<file path="src/rtl/voting_machine.sv">
// Four-candidate voting block: qualifies button holds into single votes, keeps
// saturating per-candidate tallies and drives a registered 8-bit LED bank.
module voting_machine #(
    parameter int HOLD_CYCLES  = 8,
    parameter int FLASH_CYCLES = 10,
    parameter int CNT_W        = 8
) (
    input  logic       clk,
    input  logic       rst,
    input  logic       mode,
    input  logic       button1,
    input  logic       button2,
    input  logic       button3,
    input  logic       button4,
    output logic [7:0] led
);

    localparam int HW = $clog2(HOLD_CYCLES + 1);
    localparam int TW = $clog2(FLASH_CYCLES + 1);
    localparam logic [HW-1:0]    HOLD_LAST  = HW'(HOLD_CYCLES - 1);
    localparam logic [HW-1:0]    HOLD_FULL  = HW'(HOLD_CYCLES);
    localparam logic [HW-1:0]    HOLD_ONE   = HW'(1);
    localparam logic [TW-1:0]    FLASH_LOAD = TW'(FLASH_CYCLES);
    localparam logic [TW-1:0]    TIMER_ONE  = TW'(1);
    localparam logic [CNT_W-1:0] CNT_MAX    = {CNT_W{1'b1}};
    localparam logic [CNT_W-1:0] CNT_ONE    = CNT_W'(1);

    function automatic logic more_than_one(input logic [3:0] v);
        return (v & (v - 4'd1)) != 4'd0;
    endfunction

    logic [3:0]             btn_s;
    logic                   multi_s;
    logic [3:0][HW-1:0]     hold_r, hold_s;
    logic [3:0]             latch_r, latch_s;
    logic [3:0]             pulse_r, pulse_s;
    logic [3:0][CNT_W-1:0]  count_r, count_s;
    logic [TW-1:0]          timer_r, timer_s;
    logic [7:0]             led_r, led_s;

    assign btn_s   = {button4, button3, button2, button1};
    assign multi_s = more_than_one(btn_s);
    assign led     = led_r;

    // Press qualification: a lone hold of HOLD_CYCLES gives one pulse, the latch
    // suppresses repeats until the button is released.
    always_comb begin
        for (int i = 0; i < 4; i++) begin
            hold_s[i]  = hold_r[i];
            latch_s[i] = latch_r[i];
            pulse_s[i] = 1'b0;
            if (!btn_s[i]) begin
                hold_s[i]  = {HW{1'b0}};
                latch_s[i] = 1'b0;
            end else if (mode || multi_s) begin
                hold_s[i] = {HW{1'b0}};
            end else if (!latch_r[i]) begin
                if (hold_r[i] == HOLD_LAST) begin
                    hold_s[i]  = HOLD_FULL;
                    latch_s[i] = 1'b1;
                    pulse_s[i] = 1'b1;
                end else begin
                    hold_s[i] = hold_r[i] + HOLD_ONE;
                end
            end else begin
                hold_s[i] = hold_r[i];
            end
        end
    end

    // Saturating tallies, advanced one cycle after the vote pulse.
    always_comb begin
        for (int i = 0; i < 4; i++) begin
            count_s[i] = count_r[i];
            if (!mode && pulse_r[i] && (count_r[i] != CNT_MAX)) begin
                count_s[i] = count_r[i] + CNT_ONE;
            end else begin
                count_s[i] = count_r[i];
            end
        end
    end

    // Flash timer: reloaded by an accepted vote, held at zero in result mode.
    always_comb begin
        timer_s = {TW{1'b0}};
        if (mode) begin
            timer_s = {TW{1'b0}};
        end else if (pulse_r != 4'b0000) begin
            timer_s = FLASH_LOAD;
        end else if (timer_r != {TW{1'b0}}) begin
            timer_s = timer_r - TIMER_ONE;
        end else begin
            timer_s = {TW{1'b0}};
        end
    end

    // LED source: fixed-priority count select in result mode, flash otherwise.
    always_comb begin
        led_s = 8'h00;
        if (mode) begin
            if (btn_s[0]) begin
                led_s = count_r[0];
            end else if (btn_s[1]) begin
                led_s = count_r[1];
            end else if (btn_s[2]) begin
                led_s = count_r[2];
            end else if (btn_s[3]) begin
                led_s = count_r[3];
            end else begin
                led_s = 8'h00;
            end
        end else if (timer_s != {TW{1'b0}}) begin
            led_s = 8'hFF;
        end else begin
            led_s = 8'h00;
        end
    end

    // State registers with synchronous reset.
    always_ff @(posedge clk) begin
        if (rst) begin
            hold_r  <= '0;
            latch_r <= 4'b0000;
            pulse_r <= 4'b0000;
            count_r <= '0;
            timer_r <= {TW{1'b0}};
            led_r   <= 8'h00;
        end else begin
            hold_r  <= hold_s;
            latch_r <= latch_s;
            pulse_r <= pulse_s;
            count_r <= count_s;
            timer_r <= timer_s;
            led_r   <= led_s;
        end
    end

endmodule

</file>
<file path="config.mk">
export PLATFORM = sky130hd
export DESIGN_NAME = voting_machine
export DESIGN_NICKNAME = d
export VERILOG_FILES = /design/src/rtl/voting_machine.sv
export SDC_FILE = /design/constraint.sdc
export NUM_CORES = 1
export LEC_CHECK = 0
export BUFFER_PORTS_ARGS = -buffer_cell sky130_fd_sc_hd__buf_2
export CORE_UTILIZATION = 60
export DETAILED_ROUTE_END_ITERATION = 16
export GPL_ROUTABILITY_DRIVEN = 0
export PLACE_DENSITY_LB_ADDON = 0.2
export SKIP_CTS_REPAIR_TIMING = 1
export SLEW_MARGIN = 25
export SYNTH_ARGS = -nofsm -noshare
export SYNTH_HDL_FRONTEND = slang
export SYNTH_SLANG_ARGS = --single-unit
export TNS_END_PERCENT = 30
</file>
<file path="constraint.sdc">
create_clock -name clk -period 2.2 [get_ports clk]
set_clock_uncertainty 0.05 [all_clocks]
set_input_delay 0.44 -clock clk [delete_from_list [all_inputs] [get_ports clk]]
set_output_delay 0.44 -clock clk [all_outputs]
set_load 0.01 [all_outputs]
</file>
==> results of run 1 <==
==> cell usage after synthesis <==
library cell / number / area (um^2)
o31ai_1: 1 / 7.510
buf_2: 2 / 10.01
nand2b_1: 2 / 12.51
a21oi_1: 25 / 125.1
nor4_2: 1 / 12.51
nor2b_2: 4 / 35.03
inv_1: 6 / 22.52
dfxtp_1: 68 / 1361
a211oi_1: 6 / 45.04
xor2_1: 4 / 35.03
and4_1: 7 / 61.31
a211o_1: 2 / 17.52
nand3_1: 4 / 20.02
clkbuf_1: 17 / 63.81
nor3_1: 10 / 50.05
clkbuf_2: 1 / 5.000
o21ai_0: 18 / 90.09
nand2_1: 42 / 157.7
o21bai_1: 3 / 22.52
a311oi_1: 4 / 35.03
nor4b_1: 4 / 35.03
a41o_1: 1 / 10.01
o21ai_1: 4 / 20.02
nand3b_1: 1 / 7.510
nor3b_1: 6 / 45.04
o211ai_1: 8 / 60.06
a21boi_0: 1 / 7.510
and3b_1: 4 / 35.03
nand4b_1: 7 / 61.31
nor2b_1: 14 / 87.58
a31oi_1: 14 / 87.58
nor2_1: 52 / 195.2
xnor2_1: 4 / 35.03
ha_1: 8 / 100.1
or2_2: 1 / 6.260
or3_1: 2 / 12.51
nand4_1: 17 / 106.4
mux2i_1: 17 / 170.2
and3_1: 8 / 50.05
==> cells in the final DEF, fill, tap and decap left out, types with 4 or more instances in the layout <==
| master | count |
|---|---|
| dfxtp_1 | 68 |
| nor2_1 | 52 |
| nand2_1 | 42 |
| a21oi_1 | 25 |
| o21ai_0 | 18 |
| nand4_1 | 17 |
| mux2i_1 | 17 |
| a31oi_1 | 14 |
| nor2b_1 | 14 |
| buf_2 | 14 |
| nor3_1 | 10 |
| clkbuf_8 | 10 |
| and3_1 | 8 |
| o211ai_1 | 8 |
| ha_1 | 8 |
| and4_1 | 7 |
| nand4b_1 | 7 |
| inv_1 | 6 |
| a211oi_1 | 6 |
| nor3b_1 | 6 |
| nand3_1 | 4 |
| nor2b_2 | 4 |
| o21ai_1 | 4 |
| xor2_1 | 4 |
| nor4b_1 | 4 |
| and3b_1 | 4 |
| a311oi_1 | 4 |
| xnor2_1 | 4 |
| buf_4 | 4 |
==> how the worst max path moves through the flow <==
stage                      startpoint           to  slack [ns]  cells past startpoint
final                     count_r[16]  count_r[17]        0.54                      5
after detailed placement         mode  count_r[15]        0.51                      5
after global routing      count_r[17]  count_r[17]        0.43                      5
after CTS                 count_r[16]  count_r[17]        0.53                      5
after floorplan           count_r[16]  count_r[17]        0.77                      5
after global placement        button1       led[1]        0.56                      5
==> layer usage <==
layer	part of all wire [%]	GRT usage [%]	vias up	wire length, um
met1	47	31.80	1388	3230
li1	-	-	1478	-
met3	5.3	5.030	14	363
met4	1.6	10.19	0	113
met2	46	38.74	89	3202
met5	0	0	-	0
==> worst register-to-register path, delay by kind of cell, from the launching register on <==
kind	cells	cell delay, ns
adder cells (fa/ha/maj)	1	0.28
multiplexers	1	0.24
AND/OR/NAND/NOR	2	0.25
AO/OA/AOI/OAI	1	0.32
flip-flops	1	0.41
==> final cells by class <==
class / count / share of cell area, %
Clock buffer: 10 / 3.814
Clock inverter: 6 / 1.110
Inverter: 6 / 0.6241
Multi-Input combinational cell: 306 / 51.53
Sequential cell: 68 / 37.73
Tap cell: 70 / 2.427
Timing Repair Buffer: 18 / 2.774
==> power by group through the flow <==
| stage | combinational (mW) | clock, mW | sequential (mW) |
|---|---|---|---|
| final | 0.0888 | 0.917 | 1.24 |
| after global routing | 0.0970 | 0.979 | 1.24 |
| after CTS | 0.0873 | 0.928 | 1.24 |
| after detailed placement | 0.0866 | 0 | 1.27 |
| after global placement | 0.0858 | 0 | 1.27 |
| after floorplan | 0.0558 | 0 | 1.27 |
==> through the flow <==
stage	utilization, %	cells	total power [mW]	setup WS [ns]
detailed placement	65.91	468	1.352	0.5113
global route	69.33	484	2.313	0.4327
global placement	65.91	468	1.351	0.5580
floorplan	-	400	1.323	0.7740
finish	69.33	484	2.243	0.5376
CTS	69.33	484	2.252	0.5332
==> kinds of logic after synthesis <==
| logic type | share of synthesized area (%) |
|---|---|
| multiplexers | 5.122 |
| XOR/XNOR | 2.109 |
| adder cells (fa/ha/maj) | 3.013 |
| AND/OR/NAND/NOR | 29.83 |
| buffers and inverters | 3.051 |
| AO/OA/AOI/OAI | 15.89 |
| flip-flops | 40.98 |
==> registers in the layout, indices dropped and copies added (netlist names) <==
name	count
count_r	32
latch_r	4
led	8
timer_r	4
hold_r	16
pulse_r	4
==> results_dict.tcl, run 1 <==
set metrics [dict create \
    status "complete, no violations" \
    drive_gt1_share_pct 9.662 \
    cts_made_buffers 9 \
    power_density_nw_per_um2 621.5 \
    coreArea_um2 5205 \
    startpoint_type "register" \
    fmax_mhz 601.5 \
    overflow 0 \
    io_pins 15 \
    reg2reg_depth 5 \
    drc 0 \
    die_y_um 76.41 \
    worstPathCellList "ha_1 -> nand4_1 -> o21ai_1 -> mux2i_1 -> nor2_1" \
    drt_iter0_markers 185 \
    clkTransAtPathRegs_ns 0.07 \
    fillCellCount 443 \
    via_per_inst 6.134 \
    ant_nets 0 \
    tightest_slew_ns 0.5122 \
    cts_buffer_depth 2 \
    tns_ns 0 \
    clkPwrFrac_pct 40.9 \
    ir_drop_mv 0.4513 \
    synth-seq-cells 68 \
    area_delta_synth_final_pct 8.625 \
    maxCapViolations 0 \
    die_w_um 76.41 \
    cts_htree_levels 3 \
    hold_path_startpoint "rst" \
    worstPathRequired_ns 2.39 \
    antenna_found_initial 0 \
    cts.sinks 68 \
    register_area_um2 1361 \
    grt_pass1_vias 2534 \
    synthCells 400 \
    dieArea_um2 5838 \
    ys_types 39 \
    yosysSeqAreaShare_pct 40.98 \
    cp.arrival_ns 1.85 \
    crit_buf_inv 0 \
    seq_power_share_pct 55.2 \
    finalSetupViolCount 0 \
    dp_hpwl_mm 4.764 \
    cts_root_buffer "clkbuf_8" \
    syn-cell-area_um2 3322 \
    endpoint_kind "register" \
    avgSynthCellArea_um2 8.305 \
    fin_crit_sh_pct 75.56 \
    grt_pass1_wl_mm 11.32 \
    synthesis.nets 415 \
    fp-row-count 26 \
    antenna_cells 0 \
    slowest_delay_ns 0.41 \
    final.min_clock_period_ns 1.662 \
    p_int_mw 1.697 \
    hold_viol 0 \
    worstHoldPathType "in2reg" \
    r2r_slack_ns 0.54 \
    path_class "reg2reg" \
    min_to "count_r[0]" \
    io_buffer_count 14 \
    cp_max_fo 5 \
    clk-insertion-delay-late_ns 0.35 \
    slew_viol_final 0 \
    min_path_cells 2 \
    yosysWarnings 0 \
    timing.rr.start "count_r[16]" \
    grtUsageTotal_pct 24.28 \
    switchingPower_mw 0.5454 \
    multi_input_area_um2 1859 \
    critPathTopFamily "flip-flops" \
    start_util_pct 63.82 \
    p_comb_share_pct 4.0 \
    cts_tree "done" \
    r2r-end "count_r[17]" \
    relSlewSlack_pct 65.86 \
    rsz0062_at_grt "false" \
    vias 2969 \
    critPathSlowestCell "dfxtp_1" \
    holdWs_ns 0.4213 \
    wl_per_cell_um 14.28 \
    place_area_um2 3431 \
    drt_first_pass_iters 7 \
    leakage_nw 1.332 \
    fin_area_um2 3608 \
    grt_max_degree 24 \
    switching_share_pct 24.32 \
    fin_nets 424 \
    drt_wl_total_mm 6.910 \
]
(Power assumes the default switching activity.)
==> run 2, diff against run 1 <==
--- a/config.mk
+++ b/config.mk
@@ -6,7 +6,7 @@
 export NUM_CORES = 1
 export LEC_CHECK = 0
 export BUFFER_PORTS_ARGS = -buffer_cell sky130_fd_sc_hd__buf_2
-export CORE_UTILIZATION = 60
+export CORE_UTILIZATION = 55
 export DETAILED_ROUTE_END_ITERATION = 16
 export GPL_ROUTABILITY_DRIVEN = 0
 export PLACE_DENSITY_LB_ADDON = 0.2
==> constraint.sdc (replaced) <==
create_clock -name clk -period 1.4 [get_ports clk]
set_clock_uncertainty 0.05 [all_clocks]
set_input_delay 0.28 -clock clk [delete_from_list [all_inputs] [get_ports clk]]
set_output_delay 0.28 -clock clk [all_outputs]
set_load 0.01 [all_outputs]
==> results_dict.tcl, run 2 (same netlist as run 1, synthesis figures left out) <==
set metrics [dict create \
    stdcell_count 529 \
    fin_crit_sh_pct 97.01 \
    ir_drop_mv 0.6014 \
    placed_cells 510 \
    relSlewSlack_pct 70.83 \
    busiest_layer "met2" \
    coreArea_um2 5675 \
    wl_per_cell_um 14.15 \
    maxCapViolations 0 \
    startpoint_type "register" \
    antenna_found_initial 0 \
    drt_first_pass_iters 4 \
    vias 3100 \
    io_buffer_count 14 \
    die_w_um 79.72 \
    worstHoldPathType "in2reg" \
    grt_use_met1_pct 30.93 \
    grt_max_degree 25 \
    finalSetupViolCount 0 \
    cts_buffer_depth 2 \
    drt_iter0_markers 148 \
    place_area_um2 3737 \
    area_delta_synth_final_pct 20.30 \
    dp_hpwl_mm 5.278 \
    grtUsageTotal_pct 25.16 \
    fillCellCount 466 \
    hold_viol 0 \
    cts_htree_levels 3 \
    clkTransAtPathRegs_ns 0.07 \
    path_class "reg2reg" \
    endpoint_kind "register" \
    antenna_cells 0 \
    io_pins 15 \
    drt_wl_total_mm 7.483 \
    leakage_nw 1.549 \
    fin_nets 468 \
    dieArea_um2 6354 \
    fp-row-count 27 \
    status "complete, no violations" \
    register_area_um2 1369 \
    largest_reg_flops 32 \
    clk-insertion-delay-late_ns 0.35 \
    met3_usage_pct 6.286 \
    cts_tree "done" \
    grt_pass1_vias 2829 \
    fin_area_um2 3996 \
    grt_pass1_wl_mm 12.39 \
    fmax_mhz 736.3 \
    final.min_clock_period_ns 1.358 \
    tightest_slew_ns 0.4360 \
    cts.sinks 68 \
    power_density_nw_per_um2 887.1 \
    cts_root_buffer "clkbuf_8" \
    final_common_cell "dfxtp_1" \
    cp_max_fo 3 \
    die_y_um 79.72 \
    fin_util_pct 70.41 \
    worstPathRequired_ns 1.62 \
    slew_viol_final 0 \
    largest_register "count_r" \
    most-common-layout-cells "dfxtp_1, nor2_1, buf_4, nand2_1, a21oi_1" \
    cts_made_buffers 9 \
    overflow 0 \
    drc 0 \
    start_util_pct 58.53 \
    drive_gt1_share_pct 21.23 \
    cp.arrival_ns 1.58 \
    use_met2_pct 41.71 \
    multi_input_area_um2 1908 \
    via_per_inst 5.860 \
    ant_nets 0 \
]
-- run 2: worst max-delay path, stage by stage (launching register included) --
cell and delay (ns):
dfxtp_2 0.35, ha_4 0.14, nand4_1 0.14, buf_4 0.19, or2_2 0.27, a31oi_1 0.15
-- run 2: per-stage QoR --
stage	total power, mW	setup WS [ns]	TNS (ns)	hold slack (ns)
after floorplan	2.079	-0.001972	-0.001972	0.4131
after global placement	2.136	0.02631	0	0.4368
after detailed placement	2.137	-0.03718	-0.03718	0.4499
after CTS	3.572	0.002660	0	0.2431
after global routing	3.677	-0.008061	-0.01394	0.2848
final	3.545	0.04190	0	0.2517
-- run 2: final timing paths --
path         slack (ns)  depth (start not counted)   startpoint     endpoint
max                0.04                          5  count_r[17]  count_r[19]
min                0.25                          3          rst   pulse_r[0]
max reg2reg        0.04                          5  count_r[17]  count_r[19]
min reg2reg        0.46                          2   timer_r[3]   timer_r[2]
-- run 2: area by class of cell --
class,count,share of cell area [%]
multi-input cells,306,47.75
inverters,6,0.5636
well taps,72,2.254
clock buffers,11,3.788
flip-flops and latches,68,34.25
repair buffers,62,10.77
clock inverters,4,0.6262
-- run 2: routing by layer --
layer  share of wire (%)  wire length (um)
met2                  47              3535
met4                 1.6               122
met3                 4.4               328
met1                  47              3497
met5                   0                 0
-- run 2: power by group --
| part | total, mW | internal, mW | switching [mW] |
|---|---|---|---|
| combinational | 0.152 | 0.0498 | 0.102 |
| clock | 1.45 | 0.722 | 0.728 |
| sequential | 1.94 | 1.94 | 0.00290 |
